<file path="src/rtl/mem_arb_pkg.sv">
// rtl/mem_arb_pkg.sv - shared types and constants for the unified-memory arbiter
package mem_arb_pkg;

  typedef enum logic [1:0] {
    IDLE   = 2'd0,
    D_BUSY = 2'd1,
    I_BUSY = 2'd2
  } arbState_t;

  localparam logic OWN_I = 1'b0;
  localparam logic OWN_D = 1'b1;

  // Which side owns the memory while in a BUSY state
  function automatic logic busyOwner(arbState_t s);
    return (s == D_BUSY) ? OWN_D : OWN_I;
  endfunction

endpackage

</file>
<file path="src/rtl/mem_arbiter_if.sv">
// rtl/mem_arbiter_if.sv - fetch/memory-stage/memory signal bundle around the arbiter
interface mem_arbiter_if;

  logic        if_req;
  logic [15:0] if_addr;
  logic        dm_en;
  logic        dm_write;
  logic [15:0] dm_addr;
  logic [15:0] dm_wdata;
  logic        mem_done;
  logic [15:0] mem_rdata;
  logic        mem_req;
  logic        mem_wr;
  logic [15:0] mem_addr;
  logic [15:0] mem_wdata;
  logic        if_stall;
  logic        if_done;
  logic [15:0] if_rdata;
  logic        Stall4;
  logic        Done4;
  logic [15:0] dm_rdata;

  // Environment view: pipeline stages and memory drive requests and responses
  modport master (
    output if_req, if_addr, dm_en, dm_write, dm_addr, dm_wdata, mem_done, mem_rdata,
    input  mem_req, mem_wr, mem_addr, mem_wdata, if_stall, if_done, if_rdata,
           Stall4, Done4, dm_rdata
  );

  // Arbiter view
  modport slave (
    input  if_req, if_addr, dm_en, dm_write, dm_addr, dm_wdata, mem_done, mem_rdata,
    output mem_req, mem_wr, mem_addr, mem_wdata, if_stall, if_done, if_rdata,
           Stall4, Done4, dm_rdata
  );

endinterface

</file>
<file path="src/rtl/mem_arb_starve_cnt.sv">
// rtl/mem_arb_starve_cnt.sv - saturating count of D grants made while fetch waits
module mem_arb_starve_cnt #(
  parameter int STARVE_LIM = 4
) (
  input  logic clk,
  input  logic rst,
  input  logic inc,
  input  logic clr,
  output logic atLimit
);

  localparam logic [3:0] LIM = 4'(STARVE_LIM);

  logic [3:0] cnt;

  // Clear wins over increment; count stops at the limit
  always_ff @(posedge clk or posedge rst) begin
    if (rst) begin
      cnt <= 4'd0;
    end else if (clr) begin
      cnt <= 4'd0;
    end else if (inc && (cnt < LIM)) begin
      cnt <= cnt + 4'd1;
    end
  end

  assign atLimit = (cnt >= LIM);

endmodule

</file>
<file path="src/rtl/mem_arbiter.sv">
// rtl/mem_arbiter.sv - D-priority arbiter for the single-ported unified memory
module mem_arbiter #(
  parameter int STARVE_LIM = 4
) (
  input  logic          clk,
  input  logic          rst,
  mem_arbiter_if.slave  bus
);

  import mem_arb_pkg::*;

  arbState_t   state;
  arbState_t   nextState;
  logic        grantD;
  logic        grantI;
  logic        finish;
  logic        finishOwner;
  logic        starved;
  logic        memReq;
  logic        memWr;
  logic [15:0] memAddr;
  logic [15:0] memWdata;
  logic        ifDone;
  logic        done4;
  logic [15:0] ifRdata;
  logic [15:0] dmRdata;

  // A D grant only counts toward starvation while fetch is actually waiting
  mem_arb_starve_cnt #(.STARVE_LIM(STARVE_LIM)) uStarve (
    .clk     (clk),
    .rst     (rst),
    .inc     (grantD & bus.if_req),
    .clr     (grantI | ~bus.if_req),
    .atLimit (starved)
  );

  // State register
  always_ff @(posedge clk or posedge rst) begin
    if (rst) state <= IDLE;
    else     state <= nextState;
  end

  // Next state: grant from IDLE, return to IDLE on memory completion
  always_comb begin
    nextState = state;
    case (state)
      IDLE: begin
        if (grantD)      nextState = D_BUSY;
        else if (grantI) nextState = I_BUSY;
      end
      D_BUSY, I_BUSY: begin
        if (bus.mem_done) nextState = IDLE;
      end
      default: nextState = IDLE;
    endcase
  end

  // Decoded actions: D wins unless fetch has been passed over STARVE_LIM times
  always_comb begin
    grantD      = 1'b0;
    grantI      = 1'b0;
    finish      = 1'b0;
    finishOwner = busyOwner(state);
    if (state == IDLE) begin
      if (bus.dm_en && (!bus.if_req || !starved)) grantD = 1'b1;
      else if (bus.if_req)                        grantI = 1'b1;
    end else begin
      finish = bus.mem_done;
    end
  end

  // Registered memory handshake, loaded from the granted side
  always_ff @(posedge clk or posedge rst) begin
    if (rst) begin
      memReq   <= 1'b0;
      memWr    <= 1'b0;
      memAddr  <= 16'h0000;
      memWdata <= 16'h0000;
    end else if (grantD) begin
      memReq   <= 1'b1;
      memWr    <= bus.dm_write;
      memAddr  <= bus.dm_addr;
      memWdata <= bus.dm_wdata;
    end else if (grantI) begin
      memReq   <= 1'b1;
      memWr    <= 1'b0;
      memAddr  <= bus.if_addr;
      memWdata <= 16'h0000;
    end else if (finish) begin
      memReq   <= 1'b0;
      memWr    <= 1'b0;
    end
  end

  // Completion: one-cycle done pulse and read-data capture for the owner
  always_ff @(posedge clk or posedge rst) begin
    if (rst) begin
      ifDone  <= 1'b0;
      done4   <= 1'b0;
      ifRdata <= 16'h0000;
      dmRdata <= 16'h0000;
    end else begin
      ifDone <= finish && (finishOwner == OWN_I);
      done4  <= finish && (finishOwner == OWN_D);
      if (finish && (finishOwner == OWN_I)) ifRdata <= bus.mem_rdata;
      // Stores leave the load register untouched
      if (finish && (finishOwner == OWN_D) && !memWr) dmRdata <= bus.mem_rdata;
    end
  end

  assign bus.mem_req   = memReq;
  assign bus.mem_wr    = memWr;
  assign bus.mem_addr  = memAddr;
  assign bus.mem_wdata = memWdata;
  assign bus.if_done   = ifDone;
  assign bus.Done4     = done4;
  assign bus.if_rdata  = ifRdata;
  assign bus.dm_rdata  = dmRdata;
  // Stalls drop in the done cycle so each holding register advances once
  assign bus.Stall4    = bus.dm_en & ~done4;
  assign bus.if_stall  = bus.if_req & ~ifDone;

endmodule

</file>
<file path="src/flat_wrapper.sv">
// flat-port wrapper written by rule: the top's interface ports become plain ports
module mem_arbiter_flat import mem_arb_pkg::*;
#(
  parameter int STARVE_LIM = 4
)
  (clk, rst, bus_if_req, bus_if_addr, bus_dm_en, bus_dm_write, bus_dm_addr, bus_dm_wdata, bus_mem_done, bus_mem_rdata, bus_mem_req, bus_mem_wr, bus_mem_addr, bus_mem_wdata, bus_if_stall, bus_if_done, bus_if_rdata, bus_Stall4, bus_Done4, bus_dm_rdata);
  mem_arbiter_if bus_i ();
  input  logic clk;
  input  logic rst;
  input wire logic [$bits(bus_i.if_req)-1:0] bus_if_req;
  input wire logic [$bits(bus_i.if_addr)-1:0] bus_if_addr;
  input wire logic [$bits(bus_i.dm_en)-1:0] bus_dm_en;
  input wire logic [$bits(bus_i.dm_write)-1:0] bus_dm_write;
  input wire logic [$bits(bus_i.dm_addr)-1:0] bus_dm_addr;
  input wire logic [$bits(bus_i.dm_wdata)-1:0] bus_dm_wdata;
  input wire logic [$bits(bus_i.mem_done)-1:0] bus_mem_done;
  input wire logic [$bits(bus_i.mem_rdata)-1:0] bus_mem_rdata;
  output wire logic [$bits(bus_i.mem_req)-1:0] bus_mem_req;
  output wire logic [$bits(bus_i.mem_wr)-1:0] bus_mem_wr;
  output wire logic [$bits(bus_i.mem_addr)-1:0] bus_mem_addr;
  output wire logic [$bits(bus_i.mem_wdata)-1:0] bus_mem_wdata;
  output wire logic [$bits(bus_i.if_stall)-1:0] bus_if_stall;
  output wire logic [$bits(bus_i.if_done)-1:0] bus_if_done;
  output wire logic [$bits(bus_i.if_rdata)-1:0] bus_if_rdata;
  output wire logic [$bits(bus_i.Stall4)-1:0] bus_Stall4;
  output wire logic [$bits(bus_i.Done4)-1:0] bus_Done4;
  output wire logic [$bits(bus_i.dm_rdata)-1:0] bus_dm_rdata;
  assign bus_i.if_req = bus_if_req;
  assign bus_i.if_addr = bus_if_addr;
  assign bus_i.dm_en = bus_dm_en;
  assign bus_i.dm_write = bus_dm_write;
  assign bus_i.dm_addr = bus_dm_addr;
  assign bus_i.dm_wdata = bus_dm_wdata;
  assign bus_i.mem_done = bus_mem_done;
  assign bus_i.mem_rdata = bus_mem_rdata;
  assign bus_mem_req = bus_i.mem_req;
  assign bus_mem_wr = bus_i.mem_wr;
  assign bus_mem_addr = bus_i.mem_addr;
  assign bus_mem_wdata = bus_i.mem_wdata;
  assign bus_if_stall = bus_i.if_stall;
  assign bus_if_done = bus_i.if_done;
  assign bus_if_rdata = bus_i.if_rdata;
  assign bus_Stall4 = bus_i.Stall4;
  assign bus_Done4 = bus_i.Done4;
  assign bus_dm_rdata = bus_i.dm_rdata;
  mem_arbiter #(.STARVE_LIM(STARVE_LIM)) u_core (.clk(clk), .rst(rst), .bus(bus_i));
endmodule
</file>
<file path="config.mk">
export PLATFORM = sky130hd
export DESIGN_NAME = mem_arbiter_flat
export DESIGN_NICKNAME = d
export VERILOG_FILES = /design/src/rtl/mem_arb_pkg.sv /design/src/rtl/mem_arbiter_if.sv /design/src/rtl/mem_arb_starve_cnt.sv /design/src/rtl/mem_arbiter.sv /design/src/flat_wrapper.sv
export SDC_FILE = /design/constraint.sdc
export NUM_CORES = 1
export LEC_CHECK = 0
export CAP_MARGIN = 0
export CORE_ASPECT_RATIO = 0.75
export CORE_MARGIN = 1.5
export CORE_UTILIZATION = 45
export CTS_CLUSTER_SIZE = 30
export DETAILED_ROUTE_END_ITERATION = 7
export PLACE_DENSITY = 0.84
export SLEW_MARGIN = 40
export SYNTH_ARGS = -nofsm -noshare
export SYNTH_HDL_FRONTEND = slang
export SYNTH_SLANG_ARGS = --single-unit
</file>
<file path="constraint.sdc">
create_clock -name clk -period 4.08 [get_ports clk]
set_clock_uncertainty 0.05 [all_clocks]
set_input_delay 0.612 -clock clk [delete_from_list [all_inputs] [get_ports clk]]
set_output_delay 0.612 -clock clk [all_outputs]
set_load 0.1 [all_outputs]
</file>
==> qor.csv <==
stage,metric,value,unit
run_status,status,"complete, no violations",
die,die_h,74.5,um
die,row_count,25,
final_layout,fin_cells,465,
final_layout,nets,452,
cts,cts_tree,done,
cts,cts.sinks,74,
die,ios,140,
timing,finalCritPeriodShare,0.603,
placement,io_buffers,139,
routing,dr.pass1.iters,4,
final_layout,drive_gt1_frac,0.333,
routing,wl_per_cell,16.2,um
worst_hold_path,min_from,u_core.bus.mem_wdata[11],
final_layout,nFillCells,495,
worst_setup_path,crit_type,in2out,
die,die_w,98.3,um
global_route,grt_pass1_wl,12100,um
synth,ys_seq_area_frac,0.604,
placement,dp_cells,448,
worst_setup_path,cp_max_fo,6,
cts,clk_latency,0.34,ns
worst_hold_path,min_to,u_core.bus.mem_wdata[11],
timing,period_needed,2.46,ns
cts,clk_path_buf_depth,2,
placement,hpwl,5570,um
timing,setup_violations,0,
routing,finalWirelength,7520,um
global_route,antenna_found_initial,0,
routing,final_antenna_net_count,0,
routing,viasPerCell,5.23,
synth,ys_warn_count,0,
die,die_area,0.00733,mm2
synth,netlist_area,0.00307,mm2
worst_setup_path,end_kind,output port,
synth,async_flop_share,1.00,
worst_setup_path,r2r_cells,4,
worst_hold_path,hp-class,reg2reg,
timing,tightest_slew,0.745,ns
final_layout,area_delta_synth_final,43.6,%
worst_hold_path,holdPathStages,1,
final_layout,final_core_util,0.684,
worst_setup_path,r2r-start,u_core.state[0],
cts,postCtsSetupBuffers,0,
global_route,grt_overflow,0,
global_route,grt_max_degree,30,
timing,fin_tns_setup,0,ns
timing,slew_viol_final,0,
placement,finalWeightedCongestion,0.755,
cts,cts-buffers-inserted,9,
worst_setup_path,ff2ff_setup_slack,2.07,ns
worst_setup_path,rr_endpoint,u_core.bus.mem_addr[3],
routing,vias,2434,
routing,drc,0,
timing,final_hold_viol_count,0,
global_route,grtUsageTotal,0.213,
timing,rsz0062_at_grt,no,
cts,htree_levels,3,
timing,hold_slack,0.446,ns
cts,hold_buffers,0,
synth,syn_area_per_cell,12.9,um2
cts,postCtsResizedCells,0,
synth,syn_inst,238,
final_layout,diodes,0,
synth,ys.flop_type,dfrtp_1,
worst_setup_path,worst_ep_arrival_time,1.80,ns
routing,drt-initial-drc-count,84,
die,core_area,0.00644,mm2
worst_setup_path,required,3.42,ns
synth,ys_ff_latch,74,
die,initial_utilization,0.476,
global_route,grt_pass1_vias,2418,
synth,syn-num-nets,311,
synth,yosysUniqueCellTypes,30,
cts,worst_setup_hold_path_clk_slew,0.07,ns
timing,max-slew-margin-rel,0.503,
timing,fmax,407,MHz
cts,cts-root-buf,clkbuf_8,
run,drv_cap,0,
worst_setup_path,start_kind,primary input,
synth,synth-edff-count,0,
==> cell type report <==
class                           instances  area [um2]  area share
Clock buffer                           13         169      0.0383
Clock inverter                          3        68.8      0.0156
Inverter                               21        78.8      0.0179
Multi-Input combinational cell        130        1060       0.240
Sequential cell                        74        1850       0.420
Tap cell                               81         101      0.0230
Timing Repair Buffer                  143        1080       0.245
==> cell usage after synthesis, types with 2 or more instances <==
cell type / n / area [um2]
buf_2: 6 / 30.0
nor2_1: 2 / 7.51
a22o_1: 16 / 140
buf_6: 3 / 33.8
mux2_2: 32 / 360
o211ai_1: 32 / 240
ha_1: 3 / 37.5
a21oi_1: 3 / 15.0
nand2_1: 18 / 67.6
o21a_1: 4 / 30.0
buf_4: 2 / 15.0
clkbuf_1: 2 / 7.51
dfrtp_1: 74 / 1850
inv_1: 21 / 78.8
o21ai_0: 2 / 10.0
nor2b_1: 3 / 18.8
nor3b_1: 2 / 15.0
==> metrics by stage <==
stage                     setup WS (ns)  instance area (um2)
after CTS                          1.63                 4390
after detailed placement           1.53                 4150
final                              1.62                 4410
after global routing               1.54                 4410
after floorplan                    1.21                 3070
after global placement             1.55                 4490
==> metal layers <==
layer  up-vias  share of wire  GRT usage
li1       1130              -          -
met1      1177           0.44      0.283
met2       107           0.45      0.326
met3        20          0.071     0.0695
met4         0          0.030     0.0923
met5         -              0          0
==> critical path, cell delays in order <==
cell             delay [ns]
clkdlybuf4s50_1        0.58
inv_1                  0.17
nor2_1                 0.13
buf_4                  0.30
==> how the worst max path moves through the flow <==
stage / slack (ns) / start / endpoint / cells after the start
2_1_floorplan: 1.21 / u_core.bus.Done4 / bus_Stall4 / 1
6_report: 1.62 / bus_if_req / bus_if_stall / 4
4_1_cts: 1.63 / bus_if_req / bus_if_stall / 4
3_3_place_gp: 1.55 / bus_if_req / u_core.bus.mem_wdata[4] / 4
3_5_place_dp: 1.53 / bus_if_req / u_core.bus.mem_wdata[4] / 4
5_1_grt: 1.54 / bus_if_req / bus_if_stall / 4
==> cells by family (layout without fill, tap and decap cells) <==
family | after synthesis | after routing | synth area share
multiplexers | 32 | 32 | 0.117
buffers and inverters | 34 | 180 | 0.0538
flip-flops | 74 | 74 | 0.604
AO/OA/AOI/OAI | 61 | 61 | 0.153
adder cells (fa/ha/maj) | 3 | 3 | 0.0122
AND/OR/NAND/NOR | 34 | 34 | 0.0604
==> cells in the final DEF, fill, tap and decap left out, drive strengths merged <==
| cell type | synthesis | routed |
|---|---|---|
| dfrtp | 74 | 74 |
| buf | 11 | 74 |
| clkdlybuf4s50 | 0 | 69 |
| o211ai | 32 | 32 |
| mux2 | 32 | 32 |
| inv | 21 | 22 |
| nand2 | 19 | 19 |
| a22o | 16 | 16 |
| clkbuf | 2 | 13 |
| o21a | 4 | 4 |
| nor2 | 4 | 4 |
| nor2b | 3 | 3 |
| a21oi | 3 | 3 |
| ha | 3 | 3 |
| o21ai | 3 | 3 |
| nor3b | 2 | 2 |
| bufinv | 0 | 2 |
| nand2b | 2 | 2 |
| nor3 | 2 | 2 |
| nand3 | 1 | 1 |
| a32o | 1 | 1 |
| a21boi | 1 | 1 |
| o22ai | 1 | 1 |
| or3 | 1 | 1 |
==> flip-flops by register name, indices dropped and copies added, names as in the netlist <==
| signal | cells |
|---|---|
| u_core.bus.Done4 | 1 |
| u_core.bus.dm_rdata | 16 |
| u_core.bus.if_done | 1 |
| u_core.bus.if_rdata | 16 |
| u_core.bus.mem_addr | 16 |
| u_core.bus.mem_req | 1 |
| u_core.bus.mem_wdata | 16 |
| u_core.bus.mem_wr | 1 |
| u_core.state | 2 |
| u_core.uStarve.cnt | 4 |
Power is left out: the tool's default activity adds up to more than one toggle a clock period on the data nets, which glitch-free logic cannot reach.
==> patch: new RTL, same flow settings <==
The 3 states of `arbState_t` get a one-hot encoding in 3 bits.
--- a/src/rtl/mem_arb_pkg.sv
+++ b/src/rtl/mem_arb_pkg.sv
@@ -2,8 +2,8 @@
 package mem_arb_pkg;
 
-  typedef enum logic [1:0] {
-    IDLE   = 2'd0,
-    D_BUSY = 2'd1,
-    I_BUSY = 2'd2
+  typedef enum logic [2:0] {
+    IDLE   = 3'b001,
+    D_BUSY = 3'b010,
+    I_BUSY = 3'b100
   } arbState_t;
 
Function: no difference found for any inputs over 10 cycles, from zero or initial values and one cycle with rst high; not proved beyond that.
==> patch against the original RTL <==
  * Sequential cell count is 1 higher
  * Setup slack got worse by 490 ps
  * Global-route usage down 1.2 points
  * Die area increased by 2.8%
  * Critical path depth is the same
  * Area after synthesis is 2.9% higher
  * Cell area is 0.99% higher
  * Wire length decreased by 1.2%
  * Worst hold slack worse by 3.9 ps
  * Sequential share of layout area is 0.18 points higher
  * Non-clock buffer count is 1 higher
  * Via count rose by 0.25%
Power is not shown: default switching activity piles up to over one toggle a cycle in this logic, so the estimate is an artifact.
==> patch: results <==
set metrics [dict create \
    synth_nets 303 \
    synthTopCellsByCount "dfrtp_1, mux2_2" \
    tightest_slew_ps 717 \
    crit_end "bus_Stall4" \
    synth_top_area_share_pct 58.7 \
    dp_hpwl_um 5250 \
    detailedRoute.firstIterationViolations 60 \
    worst_r2r_endpoint "u_core.bus.mem_wdata[13]" \
    drc 0 \
    seq_area_frac_synth_pct 59.5 \
    status "finished, final reports clean" \
    worstPathArrival_ps 2290 \
    nFillCells 510 \
    grt_pass1_vias 2474 \
    grtUsageTotal_pct 20.1 \
    drive_above_1_share_pct 35.6 \
    fin_crit_ps 2950 \
    rr_startpoint "u_core.state[0]" \
    vias 2440 \
    reg2regPathDepth 3 \
    cts_resized 0 \
    clk_root_buffer_cell "clkbuf_8" \
    dp_slack_ps 1130 \
    crit_start "bus_dm_en" \
    yosysUniqueCellTypes 40 \
    grt_pass1_wl_um 11700 \
    grt_max_degree 47 \
    slowest_delay_ps 620 \
    nets 440 \
    cp_max_fo 18 \
]
## patch: cell types whose count changed in the layout (fill, tap and decap cells not counted), sizes merged, moves of 2 or more
cell	unedited run	this run
clkbuf	13	11
a2bb2oi	0	16
o211ai	32	0
clkinv	0	5
nand2b	2	16
nand2	19	7
or3b	0	2
o32ai	0	16
ha	3	1
bufinv	2	0
o21a	4	2
inv	22	2
## patch: how the worst min path moves through the flow
stage,end,slack (ps),depth (start not counted)
final,u_core.bus.mem_req,440,1
after global routing,u_core.bus.if_rdata[5],470,1
after CTS,u_core.bus.mem_req,450,1
after detailed placement,u_core.bus.mem_req,430,1
after global placement,u_core.bus.mem_req,430,1
after floorplan,u_core.state[2],460,2
## patch: cell families after synthesis
kind of cell / share of synthesized area [%]
simple gates: 8.41
fa+ha+maj: 0.396
mux: 11.4
buf+inv: 3.77
xor+xnor: 0.555
flops: 59.5
compound gates: 15.9
## patch: metrics by stage
step	cell area (µm²)	util [%]	instances
3_5_place_dp	4270	62.8	442
6_report	4450	65.4	458
3_3_place_gp	4590	67.5	442
5_1_grt	4450	65.4	458
4_1_cts	4450	65.4	458
2_1_floorplan	3160	-	232
## patch: area by class of cell
class	count	share of cell area, %
flip-flops and latches	75	42.2
multi-input cells	136	26.7
repair buffers	144	24.4
clock buffers	11	3.40
well taps	84	2.36
clock inverters	5	0.619
inverters	3	0.309
## patch: routing by layer
layer	up-vias	track usage, %	share of wire (%)
li1	1148	-	-
met1	1190	25.6	44
met2	94	32.9	46
met3	8	7.98	8.9
met4	0	5.32	0.81
met5	-	0	0
